<file path="config.mk">
export PLATFORM = sky130hd
export DESIGN_NAME = ram_arbiter
export DESIGN_NICKNAME = d
export VERILOG_FILES = /design/src/rtl/ram_arb_pkg.sv /design/src/rtl/ram_arbiter.sv
export SDC_FILE = /design/constraint.sdc
export NUM_CORES = 1
export LEC_CHECK = 0
export BUFFER_PORTS_ARGS = -buffer_cell sky130_fd_sc_hd__buf_2
export CAP_MARGIN = 5
export CORE_AREA = 2 2 117 119
export CTS_CLUSTER_SIZE = 12
export DETAILED_ROUTE_END_ITERATION = 6
export DIE_AREA = 0 0 119 121
export GPL_ROUTABILITY_DRIVEN = 0
export SYNTH_ARGS = -nofsm -noshare
export SYNTH_HDL_FRONTEND = slang
export SYNTH_SLANG_ARGS = --single-unit
</file>
<file path="constraint.sdc">
create_clock -name clk -period 5.8 [get_ports clk]
set_clock_uncertainty 0.15 [all_clocks]
set_input_delay 0.29 -clock clk [delete_from_list [all_inputs] [get_ports clk]]
set_output_delay 0.29 -clock clk [all_outputs]
set_load 0.01 [all_outputs]
</file>
<file path="src/rtl/ram_arb_pkg.sv">
// Shared types for the data-RAM arbiter: FSM state encoding and port indices.
package ram_arb_pkg;

    typedef enum logic [1:0] {IDLE, OWN0, OWN1} arb_state_t;

    localparam logic PORT_CPU = 1'b0;
    localparam logic PORT_LDR = 1'b1;

endpackage

</file>
<file path="src/rtl/ram_arbiter.sv">
// Round-robin arbiter sharing one single-port RAM between CPU (port 0) and loader (port 1).
// Grant is same-cycle combinational; read data returns registered one cycle later; losers simply wait for gnt.
module ram_arbiter
    import ram_arb_pkg::*;
#(
    parameter int AW        = 32,
    parameter int DW        = 32,
    parameter int DEPTH     = 1024,
    parameter int MAX_BURST = 4
) (
    input  logic          clk,
    input  logic          reset,
    input  logic          req0,
    input  logic          req1,
    input  logic          we0,
    input  logic          we1,
    input  logic [AW-1:0] addr0,
    input  logic [AW-1:0] addr1,
    input  logic [DW-1:0] wdata0,
    input  logic [DW-1:0] wdata1,
    output logic          gnt0,
    output logic          gnt1,
    output logic          rvalid0,
    output logic          rvalid1,
    output logic [DW-1:0] rdata0,
    output logic [DW-1:0] rdata1,
    output logic          err,
    output logic [AW-1:0] ram_address,
    output logic [DW-1:0] ram_write_data,
    output logic          ram_MemWrite,
    output logic          ram_MemRead,
    input  logic [DW-1:0] ram_read_data
);

    localparam int            CW        = $clog2(MAX_BURST + 1);
    localparam logic [CW-1:0] BURST_MAX = CW'(MAX_BURST);
    localparam logic [AW-1:0] DEPTH_A   = AW'(DEPTH);

    arb_state_t    state, state_n;
    logic [CW-1:0] burst_cnt, cnt_n;
    logic          last;
    logic          sel_vld, sel;
    logic          own, req_own, req_oth;
    logic          gnt_any;
    logic          g_we, in_range;
    logic [AW-1:0] g_addr;
    logic [DW-1:0] g_wdata;

    assign own     = (state == OWN1);
    assign req_own = own ? req1 : req0;
    assign req_oth = own ? req0 : req1;

    always_comb begin
        sel_vld = 1'b0;
        sel     = PORT_CPU;
        cnt_n   = burst_cnt;
        case (state)
            IDLE: begin
                if (req0 && req1) begin
                    sel_vld = 1'b1;
                    sel     = ~last;
                end else if (req0 || req1) begin
                    sel_vld = 1'b1;
                    sel     = req1;
                end
                if (sel_vld) cnt_n = CW'(1);
            end
            default: begin
                // Owner keeps the RAM until its burst is spent while the other side waits.
                if (req_own && !(req_oth && burst_cnt == BURST_MAX)) begin
                    sel_vld = 1'b1;
                    sel     = own;
                    cnt_n   = (burst_cnt == BURST_MAX) ? BURST_MAX : burst_cnt + CW'(1);
                end else if (req_oth) begin
                    sel_vld = 1'b1;
                    sel     = ~own;
                    cnt_n   = CW'(1);
                end else begin
                    cnt_n   = '0;
                end
            end
        endcase
        state_n = !sel_vld ? IDLE : (sel ? OWN1 : OWN0);
    end

    // Reset gates the grant so no strobe reaches the RAM while reset is low.
    assign gnt_any = sel_vld & reset;
    assign gnt0    = gnt_any & ~sel;
    assign gnt1    = gnt_any & sel;

    assign g_we     = sel ? we1 : we0;
    assign g_addr   = sel ? addr1 : addr0;
    assign g_wdata  = sel ? wdata1 : wdata0;
    assign in_range = (g_addr < DEPTH_A);

    assign ram_MemWrite   = gnt_any & g_we & in_range;
    assign ram_MemRead    = gnt_any & ~g_we;
    assign ram_address    = gnt_any ? g_addr : '0;
    assign ram_write_data = gnt_any ? g_wdata : '0;

    always_ff @(posedge clk or negedge reset) begin
        if (!reset) begin
            state     <= IDLE;
            burst_cnt <= '0;
            last      <= PORT_LDR;
            rvalid0   <= 1'b0;
            rvalid1   <= 1'b0;
            rdata0    <= '0;
            rdata1    <= '0;
            err       <= 1'b0;
        end else begin
            state     <= state_n;
            burst_cnt <= cnt_n;
            if (gnt_any) last <= sel;
            rvalid0   <= gnt0 & ~we0;
            rvalid1   <= gnt1 & ~we1;
            err       <= gnt_any & ~in_range;
            if (gnt0 && !we0) rdata0 <= in_range ? ram_read_data : '0;
            if (gnt1 && !we1) rdata1 <= in_range ? ram_read_data : '0;
        end
    end

endmodule

</file>
Word level (Yosys, flattened, before mapping)
Index checks and enable logic that the tools add are counted.
Storage, ports and cells
  input bits: 166
  output and inout port bits: 135
  logic and storage cells: 65
  register bits after elaboration: 73
Operators by class
  add/subtract/negate cells: 1
  reduce and logical (&&, ||, !) cells: 10
  magnitude comparators: 1
  muxes and demuxes: 26
  bitwise logic cells: 16
  equality and inequality tests: 3
Operators by type and width (count)
  32-bit two-way mux: 5
  32-bit by 11-bit less-than comparator with 1-bit output, second input constant: 1
  1-bit two-way mux: 15
  3-bit two-way mux: 4
  1-bit AND: 9
  1-bit NOT: 7
  1-bit logical AND: 5
  2-bit two-way mux: 2
  3-bit by 1-bit adder with 3-bit output, second input constant: 1
  3-bit equality test, second input constant: 1
  1-bit zero test: 3
  2-bit equality test, second input constant: 1
  2-bit zero test: 1
  2-bit by 1-bit != test with 1-bit output, second input constant: 1
  1-bit logical OR: 1

Longest topological paths before layout
Gate-level depths: netlist of run 1.
  depth in word-level cells: 11
  gate-level depth with buffers: 11
  depth with buffers taken out: 9

Worst setup path before layout of run 1
OpenSTA, ideal clock, no wires.
  path type: reg-to-output
  from: register burst_cnt[0]
  to: output port ram_address[13]
  path slack: 3.363 ns
  data required time: 5.360 ns
  cell stages (with the launch flop): 10
  arrival time: 1.997 ns
  path buffers: 2
  cell sequence: dfrtp_1 -> inv_1 -> ha_1 -> nand2_1 -> o41a_1 -> and2_1 -> buf_2 -> buf_2 -> mux2i_1 -> nor2_1
On the way
  cells in the longest elaborated chain, start to end: 8
  elaborated cells on any way between the ends: 11
  classes of those cells: 1 x eq/ne; 6 x mux; 1 x bitwise; 3 x reduce/logical
Ends and longest elaborated chain
  from (decl): RTL line ram_arbiter.sv:40  | logic [CW-1:0] burst_cnt, cnt_n;
  from (signal assigned): RTL line ram_arbiter.sv:113  | burst_cnt <= cnt_n;
  3-bit equality test (*): RTL line ram_arbiter.sv:70  | if (req_own && !(req_oth && burst_cnt == BURST_MAX)) begin
  1-bit logical AND (*): RTL line ram_arbiter.sv:70
  1-bit zero test (*): RTL line ram_arbiter.sv:70
  1-bit logical AND (*): RTL line ram_arbiter.sv:70
  1-bit two-way mux: RTL line ram_arbiter.sv:70
  1-bit two-way mux: RTL line ram_arbiter.sv:57  | case (state)
  32-bit two-way mux or 1-bit AND (tied branches): RTL line ram_arbiter.sv:92, ram_arbiter.sv:87
  32-bit two-way mux (*): RTL line ram_arbiter.sv:98  | assign ram_address = gnt_any ? g_addr : '0;
  to (decl): RTL line ram_arbiter.sv:28  | output logic [AW-1:0] ram_address,
Mark *: on every way between the ends. The rest lies on a longest branch, timed or not.

Worst setup path after layout of run 1
  from: register burst_cnt[0]
  to: output port ram_MemRead
On the way
  cells in the longest elaborated chain, start to end: 9
  elaborated cells on any way between the ends: 12
  classes of those cells: 1 x eq/ne; 5 x mux; 3 x bitwise; 3 x reduce/logical
Ends and longest elaborated chain
  3-bit equality test (*): RTL line ram_arbiter.sv:70
  1-bit logical AND (*): RTL line ram_arbiter.sv:70
  1-bit zero test (*): RTL line ram_arbiter.sv:70
  1-bit logical AND (*): RTL line ram_arbiter.sv:70
  1-bit two-way mux: RTL line ram_arbiter.sv:70
  1-bit two-way mux: RTL line ram_arbiter.sv:57
  1-bit two-way mux: RTL line ram_arbiter.sv:91  | assign g_we = sel ? we1 : we0;
  1-bit NOT: RTL line ram_arbiter.sv:97  | assign ram_MemRead = gnt_any & ~g_we;
  1-bit AND (*): RTL line ram_arbiter.sv:97
  to (decl): RTL line ram_arbiter.sv:31  | output logic ram_MemRead,
Marked as above.

==> results of run 1 <==
-- flip-flops by register name, summed over array words and instances, names as in the netlist --
name       count
rvalid1        1
rdata1        32
state          2
rdata0        32
err            1
burst_cnt      3
last           1
rvalid0        1
-- cells by family (layout without fill, tap and decap cells) --
family,Yosys count,in the layout,share of synthesized area [%]
AOI/OAI and AO/OA,122,122,23.45
adders and majority gates,2,2,0.6405
buffers and inverters,44,329,5.285
DFF,73,73,46.80
muxes,25,25,6.726
other,0,1,0
and+or+nand+nor,154,154,17.10
-- area by class of cell --
type	instances	area, sq um
multi-input combinational	303	1876
tap	176	220.2
fill	1290	7253
clock buffer	10	239.0
clock inverter	6	90.09
sequential	73	1828
antenna	1	2.502
timing repair buffer	306	1549
inverter	7	27.53
-- Yosys cell counts (all sizes together) (5+ instances only) --
| cell | instances | area (sq um) |
|---|---|---|
| mux2i | 25 | 262.8 |
| inv | 6 | 22.52 |
| buf | 16 | 100.1 |
| dfrtp | 72 | 1802 |
| o2bb2ai | 32 | 280.3 |
| a21oi | 5 | 25.02 |
| a22o | 42 | 367.9 |
| nor2 | 29 | 108.9 |
| o21ai | 35 | 175.2 |
| nand2 | 102 | 382.9 |
| nor4 | 10 | 77.57 |
| clkbuf | 21 | 78.83 |
-- stage by stage --
| stage | setup slack, ps | util [%] |
|---|---|---|
| floorplan | 3363 | - |
| global placement | 2710 | 42.03 |
| detailed placement | 2657 | 42.03 |
| CTS | 2631 | 44.55 |
| global route | 2433 | 44.55 |
| finish | 2667 | 44.57 |
-- per-layer routing --
layer | up-vias | part of all wire, %
li1 | 2060 | -
met1 | 2020 | 45
met4 | 0 | 2.2
met5 | - | 0
met3 | 26 | 7.9
met2 | 241 | 45
-- worst max-delay path by stage --
stage	slack [ps]	start	cells after the start	to
3_5_place_dp	2660	addr1[26]	6	err
3_3_place_gp	2710	addr1[26]	6	err
5_1_grt	2430	burst_cnt[0]	9	ram_MemRead
4_1_cts	2630	burst_cnt[0]	9	ram_MemRead
2_1_floorplan	3360	burst_cnt[0]	9	ram_address[13]
6_report	2670	burst_cnt[0]	9	ram_MemRead
-- where the power goes --
part           leakage (nW)  internal [mW]  switching [mW]
logic                  1.96          0.113           0.143
registers              1.01          0.518         0.00715
clock network         0.159          0.390           0.215
==> reports/qor.yml, run 1 <==
final.hold.worst_slack_ps: -40.20
irDropWorstVdd_uv: 172.4
ys.warnings.count: 0
status: "complete, but fails checks"
fp.dieArea_sq_mm: 0.01440
drc: 0
element_type_at_the_critical_path_end: "primary output"
asyncSetResetFlopFracSynth_pct: 100.0
mappedNetlistArea_sq_mm: 0.003906
synth.yosys.seq_area_share_pct: 46.80
insertion_delay_ps: 320
dpl-instance-area_sq_mm: 0.005500
sink_count_of_the_clock_tree: 73
total_chip_power_mw: 1.385
route.detailed.vias_per_inst: 4.929
hpwl_microns: 11770
max_freq_ghz: 0.3192
post-cts-setup-buffers: 0
slowest_delay_ps: 400
layout-area-overhead-vs-synth_pct: 49.30
cellLeakagePower_nw: 3.129
synthCells: 420
drtPass1Iterations: 4
setup-tns-final_ps: 0
synth-main-ff-cell: "dfrtp_1"
grt_antenna_before_repair: 0
cts.htree.levels: 3
core_sq_mm: 0.01309
timing.critical_path.from_type: "flop"
cp_data_arrival_time_ps: 2690
ant_nets: 0
detail_route.wl_per_cell_microns: 16.68
postSynthRegisterBits: 73
busiest_layer: "met2"
hold_path.class: "in2async"
hold_viol: 55
pwr_density_cell_mw_per_mm2: 237.5
route.vias.total: 4347
postCtsHoldBufs: 0
layout_common_cells: "buf_2 (299), nand2_1 (102), dfrtp_1 (72), a22o_1 (42), o21ai_0 (34)"
netlist-cell-type-count: 40
rsz_0062_raised_after_global_routing: "false"
timing.critical_path.fanout_max: 19
layout_commonest_cell: "buf_2"
critical_path.n_buffers_inverters: 3
reg2reg_depth: 8
crit_chain: "inv_1, ha_1, a21boi_1, o311a_1, nor3b_4, nand2b_1, buf_4, nand2_1, buf_2"
critical-path-top-delay-family: "simple AND/OR/NAND/NOR gates"
worst_slew_margin_rel_pct: 32.29
ff2ff_setup_slack_ps: 2710
critical_path.slowest_cell: "dfrtp_1"
period_share_pct: 54.02
groute.layer.met3.usage_pct: 5.498
clkTransAtPathRegs_ps: 60
grt_pass1_vias: 4171
cts_tree: "built"
num_io_pins: 301
global_route_met2_utilization_pct: 31.25
cts_buffers: 9
timing.final.max_slew_violations: 0
initial_core_util_pct: 29.85
syn-num-nets: 588
die_width_microns: 119
post-route-cell-area_sq_mm: 0.005832
postCtsResizedCells: 0
dr.first_iter.drc_count: 318
drive_gt1_share_pct: 46.81
place.detailed.instances: 865
globalRouteMet1Util_pct: 27.55
fin_nets: 868
numPortBuffers: 300
worstMarginPinSlew_ps: 994.4
worst-setup-path-type: "reg2out"
timing.rr.start: "burst_cnt[0]"
r2r_end: "rdata0[24]"
grt.overflow.total: 0
grt_first_pass_wirelength_microns: 22500
grt_start_max_net_pins: 78
std_cell_rows: 42
grt.total_usage_pct: 20.12
setup_viol: 0
violations: "negative hold slack"
layout.cells.non_filler: 882
post_synth_edffs: 0
die_h_microns: 121
cts_max_path_buffers: 2
routed_wl_microns: 14710
post-route-min-period_ps: 3133
cap_violations: 0
cts_root_buffer: "clkbuf_16"
avgSynthCellArea_sq_um: 9.301
timing.critical_path.required_ps: 5360
Note: power is estimated with default switching activity, not from simulation.
==> run 2: changes to the inputs <==
--- a/config.mk
+++ b/config.mk
@@ -12,6 +12,7 @@
 export DETAILED_ROUTE_END_ITERATION = 6
 export DIE_AREA = 0 0 119 121
 export GPL_ROUTABILITY_DRIVEN = 0
+export PLACE_DENSITY = 0.65
 export SYNTH_ARGS = -nofsm -noshare
 export SYNTH_HDL_FRONTEND = slang
 export SYNTH_SLANG_ARGS = --single-unit
==> constraint.sdc (replaced) <==
create_clock -name clk -period 2.7 [get_ports clk]
set_clock_uncertainty 0.15 [all_clocks]
set_input_delay 0.135 -clock clk [delete_from_list [all_inputs] [get_ports clk]]
set_output_delay 0.135 -clock clk [all_outputs]
set_load 0.01 [all_outputs]
==> run 2 against run 1 <==
  * The flow now finishes without violations
  * Sequential cell count unchanged
  * Worst setup slack got worse by 2500 ps
  * Cell count increased by 4.9%
  * Count of clock-buffer cells in the layout unchanged
==> reports/qor.yml, run 2 (synthesis results as in run 1) <==
timing.final.max_slew_violations: 0
final.hold.worst_slack_ps: 40.55
drive_gt1_share_pct: 46.05
timing.rr.start: "burst_cnt[0]"
element_type_at_the_critical_path_end: "primary output"
drc: 0
r2r_end: "rdata0[15]"
timing.critical_path.required_ps: 2410
reg2reg_depth: 9
hold_viol: 0
layout_common_cells: "buf_2 (299), nand2_1 (101), dfrtp_1 (72), a22o_1 (41)"
timing.critical_path.fanout_max: 22
cts_max_path_buffers: 2
layout_commonest_cell: "buf_2"
numPortBuffers: 300
status: "completed"
die_width_microns: 119
setup_viol: 0
cts_buffers: 9
dr.first_iter.drc_count: 298
grt.overflow.total: 0
grt.total_usage_pct: 19.75
setup-tns-final_ps: 0
route.detailed.vias_per_inst: 4.858
worst_slew_margin_rel_pct: 34.97
detail_route.wl_per_cell_microns: 15.90
hpwl_microns: 11080
die_h_microns: 121
ant_nets: 0
grt_start_max_net_pins: 67
irDropWorstVdd_uv: 300.8
cellLeakagePower_nw: 3.328
worstMarginPinSlew_ps: 975.4
cap_violations: 0
ff2ff_setup_slack_ps: 330
hold_path.class: "in2async"
fill_cells: 1245
initial_core_util_pct: 29.85
core_sq_mm: 0.01309
grt_antenna_before_repair: 0
period_share_pct: 94.84
reg_top3: "rdata0: 32 flops, rdata1: 32 flops, burst_cnt: 3 flops"
clkTransAtPathRegs_ps: 60
routed_wl_microns: 14700
grt_pass1_vias: 4445
route.vias.total: 4494
sink_count_of_the_clock_tree: 73
rsz_0062_raised_after_global_routing: "false"
fp.dieArea_sq_mm: 0.01440
post-route-min-period_ps: 2561
cts_tree: "built"
layout-area-overhead-vs-synth_pct: 61.53
std_cell_rows: 42
num_io_pins: 301
cts.htree.levels: 3
insertion_delay_ps: 330
worst-setup-path-type: "reg2out"
timing.critical_path.from_type: "flop"
pwr_density_cell_mw_per_mm2: 465.1
drtPass1Iterations: 4
cts_root_buffer: "clkbuf_16"
cp_data_arrival_time_ps: 2280
max_freq_ghz: 0.3905
fin_nets: 910
grt_first_pass_wirelength_microns: 22510
## run 2: how the worst max path moves through the flow
| stage | from | to | slack, ps | depth (start not counted) |
|---|---|---|---|---|
| after floorplan | burst_cnt[0] | ram_address[13] | 420 | 9 |
| after global placement | burst_cnt[0] | ram_write_data[2] | 240 | 8 |
| after detailed placement | burst_cnt[0] | ram_write_data[2] | 190 | 8 |
| after CTS | burst_cnt[0] | ram_MemWrite | 8 | 9 |
| after global routing | burst_cnt[0] | ram_MemWrite | 1 | 9 |
| final | burst_cnt[0] | ram_write_data[29] | 140 | 9 |
## run 2: what timing repair did
action,4_1_cts,5_1_grt
endpoints found under the setup margin,65,32
hold buffers,34,0
hold endpoints to repair,72,0
cloned,0,1
buffers inserted,0,1
pin swaps,1,3
gates resized for setup,8,4
## run 2: cell type report
type                       instances  area (sq um)  area share [%]
clock inverter                     6         67.56           1.071
clock buffer                      10         239.0           3.787
multi-input combinational        303          1902           30.14
inverter                           7         27.53          0.4362
tap                              176         220.2           3.490
timing repair buffer             348          2021           32.02
antenna                            2         5.005         0.07932
sequential                        73          1828           28.97
## run 2: layer usage
metal / global-route usage (%) / wire length (microns) / vias up
li1: - / - / 2150
met1: 25.68 / 6448 / 2111
met2: 32.72 / 6980 / 208
met3: 4.558 / 1016 / 25
met4: 6.027 / 258 / 0
met5: 0 / 0 / -
## run 2: report_power, final
group	switching [mW]	internal, mW	total (mW)
clock network	0.457	0.741	1.20
registers	0.0170	1.11	1.13
logic	0.309	0.299	0.608
total	0.783	2.15	2.94
## run 2: through the flow
stage / cells / util [%] / setup slack [ps] / instance area [sq um] / power, mW
2_1_floorplan: 420 / - / 418.0 / 3906 / 1.411
4_1_cts: 921 / 47.79 / 8.181 / 6254 / 2.956
5_1_grt: 923 / 48.18 / 1.236 / 6305 / 3.069
3_5_place_dp: 871 / 42.67 / 193.1 / 5583 / 1.691
3_3_place_gp: 871 / 42.67 / 243.1 / 5583 / 1.678
6_report: 925 / 48.22 / 139.4 / 6310 / 2.935
## run 2: worst max-delay path, stage by stage (launching register included)
cell and delay (ps):
dfrtp_1 400, inv_2 90, ha_4 150, a21boi_1 60
o311a_1 340, nor3b_4 280, buf_4 170, clkbuf_16 170
a22o_1 150, buf_2 140
